`config.mk`:
```
export PLATFORM = sky130hd
export DESIGN_NAME = chunked_add_sub
export DESIGN_NICKNAME = d
export VERILOG_FILES = /design/src/rtl/chunked_add_sub.sv
export SDC_FILE = /design/constraint.sdc
export NUM_CORES = 1
export LEC_CHECK = 0
export BUFFER_PORTS_ARGS = -buffer_cell sky130_fd_sc_hd__buf_4
export CAP_MARGIN = 20
export CORE_MARGIN = 4
export CORE_UTILIZATION = 35
export CTS_BUF_LIST = sky130_fd_sc_hd__clkbuf_8
export DETAILED_ROUTE_END_ITERATION = 10
export GPL_ROUTABILITY_DRIVEN = 0
export GPL_TIMING_DRIVEN = 0
export SYNTH_ARGS = -nofsm -noshare
export SYNTH_HDL_FRONTEND = slang
export SYNTH_SLANG_ARGS = --single-unit
export TNS_END_PERCENT = 20
```
`constraint.sdc`:
```
create_clock -name clk -period 5 [get_ports clk]
set_clock_uncertainty 0.15 [all_clocks]
set_input_delay 0 -clock clk [delete_from_list [all_inputs] [get_ports clk]]
set_output_delay 0 -clock clk [all_outputs]
set_load 0.03 [all_outputs]
```
`src/rtl/chunked_add_sub.sv`:
```
// Multi-cycle adder/subtractor: processes DATA_WIDTH-bit operands CHUNK_WIDTH bits per clock
// behind valid/ready handshakes, producing result plus carry/overflow/zero flags.
module chunked_add_sub #(
  parameter int DATA_WIDTH  = 16,
  parameter int CHUNK_WIDTH = 4
) (
  input  logic                  clk,
  input  logic                  rst_n,
  input  logic                  in_valid,
  output logic                  in_ready,
  input  logic [DATA_WIDTH-1:0] a,
  input  logic [DATA_WIDTH-1:0] b,
  input  logic                  sub,
  output logic                  out_valid,
  input  logic                  out_ready,
  output logic [DATA_WIDTH-1:0] result,
  output logic                  carry_out,
  output logic                  overflow,
  output logic                  zero
);

  localparam int N     = DATA_WIDTH / CHUNK_WIDTH;
  localparam int CNT_W = $clog2(N) + 1;

  localparam logic [1:0] IDLE    = 2'd0;
  localparam logic [1:0] COMPUTE = 2'd1;
  localparam logic [1:0] DONE    = 2'd2;

  logic [1:0]            state_q;
  logic [DATA_WIDTH-1:0] a_sh_q;
  logic [DATA_WIDTH-1:0] b_sh_q;
  logic                  carry_q;
  logic [CNT_W-1:0]      cnt_q;

  logic [CHUNK_WIDTH:0]   chunk_sum;
  logic                   msb_cin;
  logic                   last_chunk;
  logic [DATA_WIDTH-1:0]  res_next;

  function automatic logic [CHUNK_WIDTH:0] add_chunk(
    input logic [CHUNK_WIDTH-1:0] x,
    input logic [CHUNK_WIDTH-1:0] y,
    input logic                   cin
  );
    add_chunk = {1'b0, x} + {1'b0, y} + {{CHUNK_WIDTH{1'b0}}, cin};
  endfunction

  assign in_ready   = (state_q == IDLE);
  assign out_valid  = (state_q == DONE);
  assign chunk_sum  = add_chunk(a_sh_q[CHUNK_WIDTH-1:0], b_sh_q[CHUNK_WIDTH-1:0], carry_q);
  // Carry into the top bit of the slice recovered from the sum bit: s = a ^ b ^ cin.
  assign msb_cin    = a_sh_q[CHUNK_WIDTH-1] ^ b_sh_q[CHUNK_WIDTH-1] ^ chunk_sum[CHUNK_WIDTH-1];
  assign last_chunk = (cnt_q == CNT_W'(N - 1));

  generate
    if (CHUNK_WIDTH == DATA_WIDTH) begin : g_single
      assign res_next = chunk_sum[CHUNK_WIDTH-1:0];
    end else begin : g_multi
      assign res_next = {chunk_sum[CHUNK_WIDTH-1:0], result[DATA_WIDTH-1:CHUNK_WIDTH]};
    end
  endgenerate

  always_ff @(posedge clk or negedge rst_n) begin
    if (!rst_n) begin
      state_q   <= IDLE;
      a_sh_q    <= '0;
      b_sh_q    <= '0;
      carry_q   <= 1'b0;
      cnt_q     <= '0;
      result    <= '0;
      carry_out <= 1'b0;
      overflow  <= 1'b0;
      zero      <= 1'b0;
    end else begin
      case (state_q)
        IDLE: begin
          if (in_valid) begin
            a_sh_q  <= a;
            b_sh_q  <= sub ? ~b : b;
            carry_q <= sub;
            cnt_q   <= '0;
            state_q <= COMPUTE;
          end
        end
        COMPUTE: begin
          a_sh_q  <= a_sh_q >> CHUNK_WIDTH;
          b_sh_q  <= b_sh_q >> CHUNK_WIDTH;
          carry_q <= chunk_sum[CHUNK_WIDTH];
          result  <= res_next;
          cnt_q   <= cnt_q + CNT_W'(1);
          if (last_chunk) begin
            carry_out <= chunk_sum[CHUNK_WIDTH];
            overflow  <= msb_cin ^ chunk_sum[CHUNK_WIDTH];
            zero      <= (res_next == '0);
            state_q   <= DONE;
          end
        end
        DONE: begin
          if (out_ready) state_q <= IDLE;
        end
        default: state_q <= IDLE;
      endcase
    end
  end

endmodule
```
==> reports/results.tsv, run 1 <==
metric	value	unit
asr flop ratio synth	1.00	
total grt overflow	0	
Place WS	2.75	ns
Core Rows	32	
Max IR drop VDD	0.000253	V
Worst setup EP type	register	
final wirelength	7020	um
Tot Pwr	2.46	mW
DR vias	2410	
Pint	1.43	mW
Final Max Tran Viols	0	
WHS Path Cells	5	
vias in the first global route	2564	
P&R area growth vs syn	39.3	%
clk slew on worst S/H paths	0.06	ns
clk_lat worst skew	0.33	ns
RSZ-0062 raised after global routing	false	
CTS Buf Count	9	
core area	7690	sq um
Yosys top cell by area	dfrtp_1	
largest cells by area after synthesis	dfrtp_1 52%, nand2_1 8.3%, o22ai_1 4.1%	
Synth Cell Area	2750	sq um
Switch Pwr	1.03	mW
CP Launch Type	register	
chip height	96.7	um
# diodes	0	
fmax	451	MHz
Post-Place Cells	436	
initial drt markers	69	
switching portion of total power	0.420	
Finished Layout Cells	485	
post-layout min period	2.22	ns
pwr dens	641	nW/um^2
CTS tree	yes	
Worst-Margin Slew	0.725	ns
Root Buffer	clkbuf_8	
CP most frequent cell	fa_1	
hold_buf cts	35	
CP bufs+invs	0	
CP Max Fanout	3	
Max Buffers Root-to-Sink	2	
# port buffers	56	
Initial Utilization	0.358	
post-CTS resize count	0	
Fin. Hold Viols	0	
nets	424	
Hold Path Class	input pin to register	
Leak	1.79	nW
sequential share of the synthesized area	0.518	
status	complete, no violations	
Final HPWL DP	4870	um
most common cell after layout, fill and taps aside	buf_4	
worst endpoint required time	5.09	ns
Final ANT Viol Nets	0	
worst-path cell chain	fa_1, fa_1, nor4_1, nand4_1, o31ai_1	
Ys Warns	0	
combinational power share	0.492	
Area after DPL	3300	sq um
clk sinks	57	
total stage count of the critical path	5	
CP peak stage delay	0.47	ns
pin count of the biggest net entering global routing	58	
clock share of power	0.168	
setup TNS	0	ns
via-per-instance ratio	4.97	
Post-Synthesis Cells	278	
first-pass GRT wire length	12200	um
io pins	58	
Synth Register Bits	57	
GRT Total Usage	0.161	
layout cells sized above 1	0.251	
CP arrival	2.31	ns
Synth Net Count	322	
DR DRC count	0	
initial antenna violation count	0	
most frequent cells in the layout	63 x buf_4, 61 x nand2_1, 57 x dfrtp_1, 35 x dlygate4sd3_1, 20 x a21oi_1	
Post-synth EDFFs	0	
first-pass iteration count of the detailed router	4	
post-CTS setup buffer count	0	
library cells used by synthesis	33	
post-route cell area	3830	sq um
CP delay by family, top	adder cells	
htree depth	3	
die area	9350	sq um
final period utilization	0.443	
Worst Reg2Reg Path Length in Cells	5	
Max-Cap Viols	0	
Synth Flop Type	dfrtp_1	
mean routed wirelength per cell	14.5	um
top-area cell type share of the netlist area	0.518	
syn_area_per_cell	9.91	sq um
final setup margin	2.78	ns
endpoints failing setup	0	
Setup Crit Path Kind	register to register	
Max-slew headroom	0.517	
CP max-delay cell	fa_1	
Die X	96.7	um
Reg power frac	0.341	
[worst register-to-register path, cell delays in order (launching register included)]
cell and delay [ns]:
dfrtp_1 0.42, fa_1 0.47, fa_1 0.46, nor4_1 0.29, nand4_1 0.15, o31ai_1 0.20
[synth_stat cells, drive strengths merged, types with 7 or more instances]
master	instances
nor2	13
a22o	8
xnor2	11
nand2	61
nor2b	8
xor2	8
a22oi	7
o22ai	18
a21oi	22
o21ai	17
buf	18
dfrtp	57
[sequential cells by signal (all words and copies together) (netlist names)]
signal,cells
carry_q,1
carry_out,1
overflow,1
state_q,2
zero,1
cnt_q,3
b_sh_q,16
a_sh_q,16
result,16
[per-layer routing]
metal | up-vias | track usage | routed length, um
li1 | 1165 | - | -
met1 | 1166 | 0.202 | 3020
met2 | 69 | 0.266 | 3520
met3 | 10 | 0.0389 | 376
met4 | 0 | 0.0702 | 105
met5 | - | 0 | 0
[power by group through the flow]
stage                     Combinational (mW)  Clock (mW)  Sequential [mW]
after global placement                  1.17           0            0.838
after detailed placement                1.20           0            0.847
after global routing                    1.35       0.444            0.866
after CTS                               1.22       0.424            0.839
final                                   1.21       0.412            0.837
after floorplan                        0.739           0            0.932
[kinds of logic (layout without fill, tap and decap cells)]
| group | count (synthesis) | count (layout) | synth area share |
|---|---|---|---|
| compound gates | 82 | 82 | 0.189 |
| xor+xnor | 19 | 19 | 0.0604 |
| fa+ha+maj | 7 | 7 | 0.0373 |
| buf+inv | 23 | 128 | 0.0513 |
| flops | 57 | 57 | 0.518 |
| mux | 1 | 1 | 0.00409 |
| simple gates | 89 | 89 | 0.139 |
[stage by stage]
step,hold slack (ns),util
floorplan,-0.446,-
global placement,-0.0413,0.430
detailed placement,-0.0406,0.430
CTS,0.0189,0.499
global route,0.0673,0.499
finish,0.0349,0.499
[final timing paths]
kind / startpoint / endpoint / slack (ns)
max: a_sh_q[0]$_DFFE_PN0P_ / zero$_DFFE_PN0P_ / 2.78
min in group asynchronous: rst_n / result[6]$_DFFE_PN0P_ / 0.11
min: sub / b_sh_q[6]$_DFFE_PN0P_ / 0.03
max reg2reg: a_sh_q[0]$_DFFE_PN0P_ / zero$_DFFE_PN0P_ / 2.78
max in group asynchronous: rst_n / a_sh_q[15]$_DFFE_PN0P_ / 4.10
min reg2reg: result[3]$_DFFE_PN0P_ / result[3]$_DFFE_PN0P_ / 0.33
[final cells by class]
class / count / area, sq um
Timing Repair Buffer: 91 / 771
Sequential cell: 57 / 1430
Clock inverter: 4 / 45.0
Buffer: 19 / 124
Tap cell: 102 / 128
Multi-Input combinational cell: 198 / 1190
Inverter: 4 / 17.5
Fill cell: 771 / 3850
Clock buffer: 10 / 138
(Power assumes the default switching activity.)
==> run 2: changes to the inputs <==
==> constraint.sdc (replaced) <==
create_clock -name clk -period 2.2 [get_ports clk]
set_clock_uncertainty 0.15 [all_clocks]
set_input_delay 0 -clock clk [delete_from_list [all_inputs] [get_ports clk]]
set_output_delay 0 -clock clk [all_outputs]
set_load 0.03 [all_outputs]
==> reports/results.tsv, run 2 (synthesis results as in run 1) <==
metric	value	unit	change
mean routed wirelength per cell	14.5	um	+0.31%
hold path start	sub		
RSZ-0062 raised after global routing	false		
status	complete, no violations		
CTS tree	yes		
DR DRC count	0		unchanged
initial drt markers	55		-20%
Core Rows	32		unchanged
biggest regs	a_sh_q (16), b_sh_q (16), result (16)		
most common cell after layout, fill and taps aside	buf_4		
Hold Path Class	input pin to register		
Worst Reg2Reg Path Length in Cells	5		unchanged
pwr dens	1470	nW/um^2	+130%
Final Max Tran Viols	0		unchanged
Area after DPL	3300	sq um	unchanged
Worst-Margin Slew	0.724	ns	-0.00120 ns
CP arrival	2.19	ns	-0.12 ns
CP Max Fanout	3		unchanged
Max Buffers Root-to-Sink	2		unchanged
first-pass iteration count of the detailed router	4		unchanged
Max IR drop VDD	0.000575	V	+130%
met1 usage	0.202		+0.000463
Setup crit start	a_sh_q[0]$_DFFE_PN0P_		
nets	424		unchanged
WHS Path Cells	5		unchanged
total grt overflow	0		unchanged
first-pass GRT wire length	12200	um	+0.28%
reg-to-reg setup timing slack	0.10	ns	-2.68 ns
combinational power share	0.498		+0.006
vias in the first global route	2568		+0.16%
post-route cell area	3850	sq um	+0.52%
most used routing layer	met2		
clk slew on worst S/H paths	0.06	ns	about the same
Final ANT Viol Nets	0		unchanged
Fin. Hold Viols	0		unchanged
switching portion of total power	0.422		+0.00198
post-layout min period	2.10	ns	-0.120 ns
die area	9350	sq um	unchanged
Switch Pwr	2.40	mW	+130%
Pint	3.29	mW	+130%
GRT Total Usage	0.162		+0.000459
most frequent cells in the layout	63 x buf_4, 61 x nand2_1, 57 x dfrtp_1, 35 x dlygate4sd3_1, 20 x a21oi_1		
clk sinks	57		unchanged
# port buffers	56		unchanged
Initial Utilization	0.358		unchanged
post-CTS setup buffer count	0		unchanged
final hold slack	0.0334	ns	-0.00152 ns
Max-Cap Viols	0		unchanged
global routing usage on met3	0.0389		unchanged
fmax	477	MHz	+5.7%
worst endpoint required time	2.30	ns	-2.79 ns
CTS Buf Count	9		unchanged
via-per-instance ratio	4.96		about the same
worst r2r src	a_sh_q[0]$_DFFE_PN0P_		
met2 Use GR	0.267		+0.00106
final wirelength	7040	um	+0.31%
Max-slew headroom	0.517		+0.000801
io pins	58		unchanged
Worst setup EP type	register		
Die X	96.7	um	unchanged
layout cells sized above 1	0.258		+0.00783
htree depth	3		unchanged
Setup Crit Path Kind	register to register		
core area	7690	sq um	unchanged
Reg power frac	0.337		-0.004
DR vias	2408		-0.083%
setup TNS	0	ns	unchanged
pin count of the biggest net entering global routing	58		unchanged
Final HPWL DP	4870	um	unchanged
CP Launch Type	register		
Root Buffer	clkbuf_8		
P&R area growth vs syn	40.0	%	
clk_lat worst skew	0.33	ns	about the same
chip height	96.7	um	unchanged
# diodes	0		unchanged
final period utilization	0.953		+0.510
endpoints failing setup	0		unchanged
initial antenna violation count	0		unchanged
Leak	1.79	nW	about the same
clock share of power	0.165		-0.003
run 2: per-stage QoR:
step	power (mW)	setup WS [ns]	util	instances
2_1_floorplan	3.80	0.122	-	278
5_1_grt	6.15	0.0391	0.501	485
3_5_place_dp	4.65	-0.0474	0.430	436
3_3_place_gp	4.56	-0.0413	0.430	436
6_report	5.69	0.103	0.501	485
4_1_cts	5.69	0.0411	0.500	485
run 2: power groups by stage:
stage | Combinational [mW] | Sequential (mW) | Clock (mW)
final | 2.83 | 1.91 | 0.939
after global routing | 3.16 | 1.98 | 1.01
after CTS | 2.81 | 1.91 | 0.964
after detailed placement | 2.72 | 1.93 | 0
after global placement | 2.65 | 1.90 | 0
after floorplan | 1.68 | 2.12 | 0
run 2: per-layer routing:
layer,vias up,wire [um]
met1,1162,3070
met2,63,3490
li1,1167,-
met4,0,130
met3,16,347
met5,-,0
run 2: cell type report:
class                      count  area, sq um
multi-input combinational    198         1210
fill                         768         3830
timing repair buffer          91          771
clock inverter                 4         45.0
buffer                        19          124
sequential                    57         1430
inverter                       4         17.5
tap                          102          128
clock buffer                  10          138
run 2: critical path, cell delays in order, from the launching register on:
cell     delay [ns]
dfrtp_1        0.42
fa_2           0.41
fa_2           0.46
nor4_4         0.24
nand4_1        0.13
o31ai_1        0.20
run 2: worst paths after layout:
check,end
worst max-delay path,zero$_DFFE_PN0P_
worst min register to register,result[3]$_DFFE_PN0P_
max in group asynchronous,a_sh_q[15]$_DFFE_PN0P_
worst min-delay path,b_sh_q[6]$_DFFE_PN0P_
min in group asynchronous,result[6]$_DFFE_PN0P_
worst max register to register,zero$_DFFE_PN0P_
run 2: repair_timing:
item                                    CTS  global route
endpoints found under the setup margin    2             2
endpoints found under the hold margin    90             0
pin swaps                                 1             0
resized for setup                         2             2
hold buffers                             35             0
cloned                                    0             0
